### src/rtl/input_conditioner_if.sv
// Board-input bundle between the raw button/switch pins and the conditioned levels.
// Raw side: BTN_y[3:0] and SW[15:0] from the board. Clean side: BTN_OK, SW_OK, BTN_pulse.
// master drives the raw levels and observes the clean outputs; slave is the conditioner.
interface input_conditioner_if;
  logic [3:0]  BTN_y;
  logic [15:0] SW;
  logic [3:0]  BTN_OK;
  logic [15:0] SW_OK;
  logic [3:0]  BTN_pulse;

  modport master (
    output BTN_y, SW,
    input  BTN_OK, SW_OK, BTN_pulse
  );

  modport slave (
    input  BTN_y, SW,
    output BTN_OK, SW_OK, BTN_pulse
  );
endinterface

### src/rtl/input_conditioner.sv
// Purpose: synchronise + debounce 4 buttons and 16 switches, emit button rising-edge pulses
//          and a held, synchronously released active-high system reset.
// Latency: 2-flop sync, then STABLE_TICKS prescaler ticks to flip; no backpressure (free-running).
// Ports: clk, RSTN (async active-low board reset), io (slave: BTN_y/SW in, BTN_OK/SW_OK/BTN_pulse out),
//        rst (active-high, asserts asynchronously, released RST_HOLD edges after RSTN rises).
module input_conditioner #(
  parameter int TICK_DIV     = 100000,
  parameter int STABLE_TICKS = 8,
  parameter int RST_HOLD     = 16
) (
  input  logic                 clk,
  input  logic                 RSTN,
  input_conditioner_if.slave   io,
  output logic                 rst
);

  localparam int NB = 20;
  localparam int PW = $clog2(TICK_DIV);
  localparam int CW = $clog2(STABLE_TICKS + 1);
  localparam int HW = $clog2(RST_HOLD + 1);

  localparam logic [PW-1:0] PRE_LAST  = PW'(TICK_DIV - 1);
  localparam logic [CW-1:0] CNT_LAST  = CW'(STABLE_TICKS - 1);
  localparam logic [HW-1:0] HOLD_END  = HW'(RST_HOLD);
  localparam logic [HW-1:0] HOLD_LAST = HW'(RST_HOLD - 1);

  // Bits 15:0 are switches, bits 19:16 are buttons.
  logic [NB-1:0] raw;
  logic [NB-1:0] sync_a;
  logic [NB-1:0] sync_b;
  logic [NB-1:0] deb;
  logic [NB-1:0] deb_nxt;
  logic [CW-1:0] cnt     [NB];
  logic [CW-1:0] cnt_nxt [NB];
  logic [PW-1:0] pre;
  logic          tick;
  logic [3:0]    pulse;
  logic [HW-1:0] hold;

  assign raw = {io.BTN_y, io.SW};

  // Two-flop synchroniser; only sync_b feeds the debouncers.
  always_ff @(posedge clk or negedge RSTN) begin
    if (!RSTN) begin
      sync_a <= '0;
      sync_b <= '0;
    end else begin
      sync_a <= raw;
      sync_b <= sync_a;
    end
  end

  // Sample-rate prescaler: tick marks the last count of each period.
  always_ff @(posedge clk or negedge RSTN) begin
    if (!RSTN) begin
      pre <= '0;
    end else if (pre == PRE_LAST) begin
      pre <= '0;
    end else begin
      pre <= pre + 1'b1;
    end
  end

  assign tick = (pre == PRE_LAST);

  // Per-bit debounce: count consecutive ticks that disagree with the current
  // level; one agreeing tick restarts the count.
  always_comb begin
    deb_nxt = deb;
    for (int i = 0; i < NB; i++) begin
      cnt_nxt[i] = cnt[i];
      if (tick) begin
        if (sync_b[i] == deb[i]) begin
          cnt_nxt[i] = '0;
        end else if (cnt[i] == CNT_LAST) begin
          deb_nxt[i] = sync_b[i];
          cnt_nxt[i] = '0;
        end else begin
          cnt_nxt[i] = cnt[i] + 1'b1;
        end
      end
    end
  end

  // Pulse is registered alongside the level so it lines up with the first
  // cycle BTN_OK reads high.
  always_ff @(posedge clk or negedge RSTN) begin
    if (!RSTN) begin
      deb   <= '0;
      pulse <= '0;
      for (int i = 0; i < NB; i++) begin
        cnt[i] <= '0;
      end
    end else begin
      deb   <= deb_nxt;
      pulse <= deb_nxt[19:16] & ~deb[19:16];
      for (int i = 0; i < NB; i++) begin
        cnt[i] <= cnt_nxt[i];
      end
    end
  end

  assign io.SW_OK     = deb[15:0];
  assign io.BTN_OK    = deb[19:16];
  assign io.BTN_pulse = pulse;

  // Reset stretcher: hold saturates at RST_HOLD; rst drops on the edge that
  // moves it there.
  always_ff @(posedge clk or negedge RSTN) begin
    if (!RSTN) begin
      hold <= '0;
      rst  <= 1'b1;
    end else if (hold != HOLD_END) begin
      hold <= hold + 1'b1;
      rst  <= (hold != HOLD_LAST);
    end
  end

endmodule
### src/flat_wrapper.sv
// flat-port wrapper written by rule: the top's interface ports become plain ports
module input_conditioner_flat 
#(
  parameter int TICK_DIV     = 100000,
  parameter int STABLE_TICKS = 8,
  parameter int RST_HOLD     = 16
)
  (clk, RSTN, rst, io_BTN_y, io_SW, io_BTN_OK, io_SW_OK, io_BTN_pulse);
  input_conditioner_if io_i ();
  input  logic clk;
  input  logic RSTN;
  output logic rst;
  input wire logic [$bits(io_i.BTN_y)-1:0] io_BTN_y;
  input wire logic [$bits(io_i.SW)-1:0] io_SW;
  output wire logic [$bits(io_i.BTN_OK)-1:0] io_BTN_OK;
  output wire logic [$bits(io_i.SW_OK)-1:0] io_SW_OK;
  output wire logic [$bits(io_i.BTN_pulse)-1:0] io_BTN_pulse;
  assign io_i.BTN_y = io_BTN_y;
  assign io_i.SW = io_SW;
  assign io_BTN_OK = io_i.BTN_OK;
  assign io_SW_OK = io_i.SW_OK;
  assign io_BTN_pulse = io_i.BTN_pulse;
  input_conditioner #(.TICK_DIV(TICK_DIV), .STABLE_TICKS(STABLE_TICKS), .RST_HOLD(RST_HOLD)) u_core (.clk(clk), .RSTN(RSTN), .io(io_i), .rst(rst));
endmodule
### config.mk
export PLATFORM = sky130hd
export DESIGN_NAME = input_conditioner_flat
export DESIGN_NICKNAME = d
export VERILOG_FILES = /design/src/rtl/input_conditioner_if.sv /design/src/rtl/input_conditioner.sv /design/src/flat_wrapper.sv
export SDC_FILE = /design/constraint.sdc
export NUM_CORES = 1
export LEC_CHECK = 0
export CELL_PAD_IN_SITES_DETAIL_PLACEMENT = 2
export CELL_PAD_IN_SITES_GLOBAL_PLACEMENT = 2
export CORE_UTILIZATION = 43
export DETAILED_ROUTE_END_ITERATION = 8
export GPL_TIMING_DRIVEN = 0
export PLACE_DENSITY = 0.93
export SKIP_CTS_REPAIR_TIMING = 1
export SLEW_MARGIN = 20
export SYNTH_ARGS = -nofsm -noshare
export SYNTH_HDL_FRONTEND = slang
export SYNTH_SLANG_ARGS = --single-unit
### constraint.sdc
create_clock -name clk -period 3.3 [get_ports clk]
set_input_delay 0.66 -clock clk [delete_from_list [all_inputs] [get_ports clk]]
set_output_delay 0.66 -clock clk [all_outputs]
set_load 0.02 [all_outputs]
==> reports/metrics.csv, run 1 <==
metric,value,unit
status,"complete, no violations",
synth_top_flop_cell,dfrtp_1,
grt_setup_unrepaired,no,
cap_violations,0,
cp_num_buf_inv,1,
grt_pass1_wl,42600,microns
clk_pin_slew,0.07,ns
start_util,44.2,%
grt_max_degree,91,
vias,6211,
die_x,136,microns
place_ws,0.836,ns
grt_usage,31.5,%
yosys-top-cells-area,"dfrtp_1, mux2_2, ha_1",
layout-drive-gt1-share,9.89,%
cp.arrival,2.98,ns
cts_tree,yes,
wl_per_cell,26.4,microns
synth.distinct_cells,33,
hold_viol,0,
critPathLaunchType,flip-flop,
hpwl,16300,microns
drtAntennaViolNets,0,
synth_area_leader_cell,dfrtp_1,
num_antenna_cells,0,
ctsHtreeMaxLevel,4,
fin_crit_sh,80.5,%
synth_most_common_cell,dfrtp_1,
fp.dieH,136,microns
clk_latency,0.45,ns
grt-ovfl-total,0,
cts.sinks,167,
synthToLayoutAreaGrowth,18.8,%
ir_drop,0.419,mV
cp_cell_sequence,nand2_1 -> nor4_1 -> clkbuf_1 -> nand3_1 -> mux2_2,
synthArstFlopShare,100,%
gp_congestion,0.823,
skew,0.0128,ns
yosys-top-cells-count,"dfrtp_1, nor2_1, nand2_1, o21ai_0, nor3_1",
r2r_cells,5,
synth_area,0.00767,sq mm
slew_viol_final,0,
drc,0,
synth_edf_count,0,
critical_path_class,flip-flop to flip-flop,
fin_cells,1014,
cp.depth,5,
cp_max_fo,10,
dp_cells,982,
required,3.63,ns
cts_inserted_buffers,17,
drt-initial-drc-count,330,
max_stage_delay,0.68,ns
grt_pass1_vias,7245,
timing.critical_path.to_type,flip-flop,
ys_ff_latch,167,
path_delay_family,simple AND/OR/NAND/NOR gates,
worst_pin_slew,0.927,ns
syn-mean-instance-area,10.8,sq um
syn_nets,756,
setup_ws,0.644,ns
hold_path.class,input port to async pin,
cts_root_buffer,clkbuf_16,
ys_seq_area_share,54.5,%
whs,0.202,ns
wl,26700,microns
first_pass_iters,4,
fin_setup_tns,0,ns
leakage,3.99,nW
period_needed,2.66,ns
fin_nets,822,
io_pins,47,
die-area,0.0184,sq mm
r2r_slack,0.64,ns
crit_slowest_cell,clkbuf_1,
portBuffers,46,
slew_headroom,37.6,%
core_area,0.0174,sq mm
synth_top_area_share,54.1,%
setup_viol,0,
clockBufferDepth,2,
synth_cells,710,
max_clock_freq,377,MHz
grt_antenna_before_repair,0,
power_density,495,mW/mm^2
rows,48,
yosys_warnings,0,
viasPerCell,6.13,
[per-stage QoR]
| stage | power [mW] | area, sq um | util [%] |
|---|---|---|---|
| after global routing | 4.61 | 9110 | 52.5 |
| after CTS | 4.55 | 9110 | 52.5 |
| after global placement | 2.25 | 8420 | 48.5 |
| after detailed placement | 2.27 | 8450 | 48.7 |
| final | 4.51 | 9110 | 52.5 |
| after floorplan | 2.17 | 7670 | - |
[cell type report]
class	instances	area, sq um
Sequential cell	167	4180
Inverter	8	30.0
Multi-Input combinational cell	508	3300
Fill cell	1741	8240
Buffer	27	160
Clock buffer	20	467
Clock inverter	12	198
Timing Repair Buffer	47	493
Tap cell	225	282
[final timing paths]
kind | startpoint | end
worst max-delay path | u_core.pre[4] | u_core.deb[7]
worst min-delay path | RSTN | u_core.sync_b[10]
worst max register to register | u_core.pre[4] | u_core.deb[7]
worst min register to register | u_core.sync_a[10] | u_core.sync_b[10]
max in group asynchronous | RSTN | u_core.cnt[69]
min in group clk | u_core.sync_a[10] | u_core.sync_b[10]
[registers in the layout, summed over array words and instances (netlist names)]
signal	count
u_core.cnt	80
u_core.deb	20
u_core.hold	5
u_core.io.BTN_pulse	4
u_core.pre	17
u_core.rst	1
u_core.sync_a	20
u_core.sync_b	20
[logic make-up after synthesis]
logic type | Yosys count | synth area share, %
buffers and inverters | 35 | 2.48
AO/OA/AOI/OAI | 141 | 10.8
multiplexers | 41 | 6.02
adder cells (fa/ha/maj) | 24 | 3.91
XOR/XNOR | 58 | 6.62
AND/OR/NAND/NOR | 244 | 15.7
flip-flops | 167 | 54.5
[power breakdown]
group / total (mW) / internal, mW / switching (mW)
registers: 2.09 / 2.07 / 0.0203
logic: 0.141 / 0.0506 / 0.0906
clock network: 2.28 / 1.40 / 0.877
total: 4.51 / 3.52 / 0.988
[per-layer routing]
metal / global-route usage, % / vias to the layer above / wire [microns] / share of wire, %
li1: - / 2692 / - / -
met1: 35.9 / 3284 / 10600 / 40
met2: 57.1 / 171 / 14400 / 54
met4: 14.0 / 0 / 859 / 3.2
met3: 5.50 / 64 / 895 / 3.3
met5: 0 / - / 0 / 0
[cell usage in the layout, fill, tap and decap left out, types with 29 or more instances in the layout]
cell,Yosys,final
clkdlybuf4s50_1,0,45
nor3_1,43,43
nand2_1,54,54
o21ai_1,37,37
o21ai_0,44,44
mux2_2,29,29
dfrtp_1,166,166
o31ai_1,40,40
xnor2_1,33,33
nor2_1,56,56
[worst reg2reg max path: cells and delay by family, from the launching register on]
kind	cells	cell delay, ns
buffers and inverters	1	0.68
muxes	1	0.36
and+or+nand+nor	3	1.06
DFF	1	0.44
Note: power is estimated with default switching activity, not from simulation.
==> run 2, diff against run 1 <==
--- a/config.mk
+++ b/config.mk
@@ -7,10 +7,10 @@
 export LEC_CHECK = 0
 export CELL_PAD_IN_SITES_DETAIL_PLACEMENT = 2
 export CELL_PAD_IN_SITES_GLOBAL_PLACEMENT = 2
-export CORE_UTILIZATION = 43
+export CORE_UTILIZATION = 36
 export DETAILED_ROUTE_END_ITERATION = 8
 export GPL_TIMING_DRIVEN = 0
-export PLACE_DENSITY = 0.93
+export PLACE_DENSITY = 0.84
 export SKIP_CTS_REPAIR_TIMING = 1
 export SLEW_MARGIN = 20
 export SYNTH_ARGS = -nofsm -noshare
==> constraint.sdc (replaced) <==
create_clock -name clk -period 2.1 [get_ports clk]
set_input_delay 0.42 -clock clk [delete_from_list [all_inputs] [get_ports clk]]
set_output_delay 0.42 -clock clk [all_outputs]
set_load 0.02 [all_outputs]
==> run 2 against run 1 <==
Net effect:
- the flow now finishes with violations (setup timing)
- design area rose by 10%
- clock power rose by 40%
- non-clock buffer count rose by 16
- sequential cell count did not move
- via count rose by 2.4%
- first-iteration DRC count rose by 3.0%
- global-route usage fell by 9.0 points
- sequential power rose by 57%
- critical path depth rose by 1
- largest power group is now registers
- highest routed layer unchanged
==> reports/metrics.csv, run 2 (synthesis gave the netlist of run 1 again) <==
metric,value,unit,change
status,"finished, violations left",,"was complete, no violations"
violations,setup timing,,
largest_reg_flops,80,,unchanged
slew_headroom,49.3,%,was 37.6%
timing.critical_path.to,u_core.cnt[78],,was u_core.deb[7]
layout_common_cells,"dfrtp_1, nor2_1, nand2_1, o21ai_1, clkdlybuf4s50_1",,"was dfrtp_1, nor2_1, nand2_1"
fin_crit_sh,106,%,was 80.5%
cp.depth,6,,was 5
critical_path_class,flip-flop to flip-flop,,unchanged
met1_length,11200,microns,was 10600 microns
highest_layer,met4,,unchanged
layout-drive-gt1-share,21.8,%,was 9.89%
grt_antenna_before_repair,0,,unchanged
seq_area,0.00419,sq mm,was 0.00418 sq mm
r2r_slack,-0.13,ns,was 0.64 ns
power_density,670,mW/mm^2,was 495 mW/mm^2
crit_slowest_cell,or4b_4,,was clkbuf_1
cp_num_buf_inv,2,,was 1
dp_cells,1032,,was 982
wl_met2,15200,microns,was 14400 microns
core_area,0.0210,sq mm,was 0.0174 sq mm
ir_drop,0.468,mV,was 0.419 mV
hold_path.class,input port to async pin,,unchanged
cp_cell_sequence,or3_1 -> or4b_4 -> buf_12 -> buf_12 -> o31ai_2 -> o21ai_1,,was nand2_1 -> nor4_1 -> clkbuf_1 -> nand3_1 -> mux2_2
cp_max_fo,7,,was 10
cp-startpoint,u_core.pre[12],,was u_core.pre[4]
worst_pin_slew,0.754,ns,was 0.927 ns
multiInputGateArea,0.00388,sq mm,was 0.00330 sq mm
slew_viol_final,0,,unchanged
viasPerCell,5.90,,was 6.13
critPathLaunchType,flip-flop,,unchanged
clk_latency,0.44,ns,was 0.45 ns
hpwl,15400,microns,was 16300 microns
drtAntennaViolNets,0,,unchanged
die_x,148,microns,was 136 microns
timing.critical_path.to_type,flip-flop,,unchanged
fin_total_pwr,6.72,mW,was 4.51 mW
r2r_start,u_core.pre[12],,was u_core.pre[4]
cts.sinks,167,,unchanged
cp_common_cell,buf_12,,
cts_tree,yes,,unchanged
path_delay_family,simple AND/OR/NAND/NOR gates,,unchanged
met3_length,908,microns,was 895 microns
final_core_util,47.8,%,was 52.5%
final_common_cell,dfrtp_1,,unchanged
drc,0,,unchanged
skew,0.0108,ns,was 0.0128 ns
period_needed,2.23,ns,was 2.66 ns
max_clock_freq,449,MHz,was 377 MHz
setup_viol,50,,was 0
num_antenna_cells,0,,unchanged
r2r_cells,6,,was 5
io_pins,47,,unchanged
cap_violations,0,,unchanged
cp.arrival,2.54,ns,was 2.98 ns
grt_setup_unrepaired,yes,,was no
leakage,4.21,nW,was 3.99 nW
grt-ovfl-total,0,,unchanged
n_fill_cell,2070,,was 1741
max_stage_delay,0.55,ns,was 0.68 ns
hold_viol,0,,unchanged
wl_per_cell,26.2,microns,was 26.4 microns
ctsHtreeMaxLevel,4,,unchanged
required,2.41,ns,was 3.63 ns
start_util,36.6,%,was 44.2%
clk_pin_slew,0.07,ns,about the same
top_register,u_core.cnt,,unchanged
rr_endpoint,u_core.cnt[78],,was u_core.deb[7]
grt_pass1_vias,6926,,was 7245
synthToLayoutAreaGrowth,30.7,%,was 18.8%
grt_pass1_wl,37600,microns,was 42600 microns
grt_max_degree,87,,was 91
gp_congestion,0.817,,was 0.823
fp.dieH,148,microns,was 136 microns
cts_root_buffer,clkbuf_16,,unchanged
clockBufferDepth,2,,unchanged
vias,6358,,was 6211
portBuffers,46,,unchanged
wl,28200,microns,was 26700 microns
fin_nets,838,,was 822
setup_ws,-0.127,ns,was 0.644 ns
fin_cells,1078,,was 1014
die-area,0.0219,sq mm,was 0.0184 sq mm
cts_inserted_buffers,17,,unchanged
drt-initial-drc-count,340,,was 330
first_pass_iters,5,,was 4
grt_usage,22.5,%,was 31.5%
rows,53,,was 48
[run 2: routing by layer]
layer | GRT usage, % | vias up
li1 | - | 2729
met1 | 26.6 | 3411
met2 | 40.8 | 157
met3 | 4.23 | 61
met4 | 7.32 | 0
met5 | 0 | -
[run 2: worst min path at each step]
stage	endpoint	slack, ns	cells after the start
floorplan	u_core.cnt[0]	0.12	0
global route	u_core.cnt[34]	0.04	1
CTS	u_core.sync_b[14]	0.03	1
finish	u_core.cnt[34]	0.002	1
detailed placement	u_core.sync_b[6]	0.34	0
global placement	u_core.sync_b[3]	0.33	0
[run 2: report_power, final]
group | internal [mW] | switching (mW) | total, mW
clock | 1.80 | 1.39 | 3.19
combinational | 0.0807 | 0.163 | 0.244
sequential | 3.25 | 0.0329 | 3.29
total | 5.14 | 1.58 | 6.72
[run 2: final cells by class]
type | count | area share, %
Sequential cell | 167 | 41.8
Multi-Input combinational cell | 508 | 38.7
Timing Repair Buffer | 64 | 7.05
Clock buffer | 19 | 4.52
Tap cell | 275 | 3.43
Buffer | 26 | 2.92
Clock inverter | 11 | 1.27
Inverter | 8 | 0.300
[run 2: stage by stage]
stage | hold slack (ns) | setup WS, ns | cell area [sq um] | setup TNS, ns
after floorplan | 0.124 | 0.0374 | 7670 | 0
after global placement | 0.332 | -6.34 | 8480 | -1063.10
after detailed placement | 0.338 | -0.416 | 8510 | -19.40
after CTS | 0.0283 | -0.425 | 9090 | -22.91
after global routing | 0.0417 | -0.165 | 10000 | -6.37
final | 0.00186 | -0.127 | 10000 | -2.72
==> run 3, diff against run 2 <==
--- a/config.mk
+++ b/config.mk
@@ -5,6 +5,7 @@
 export SDC_FILE = /design/constraint.sdc
 export NUM_CORES = 1
 export LEC_CHECK = 0
+export CAP_MARGIN = 20
 export CELL_PAD_IN_SITES_DETAIL_PLACEMENT = 2
 export CELL_PAD_IN_SITES_GLOBAL_PLACEMENT = 2
 export CORE_UTILIZATION = 36
==> results of run 3 <==
Same layout as run 2: the final DEF is identical, and so are final timing and power.
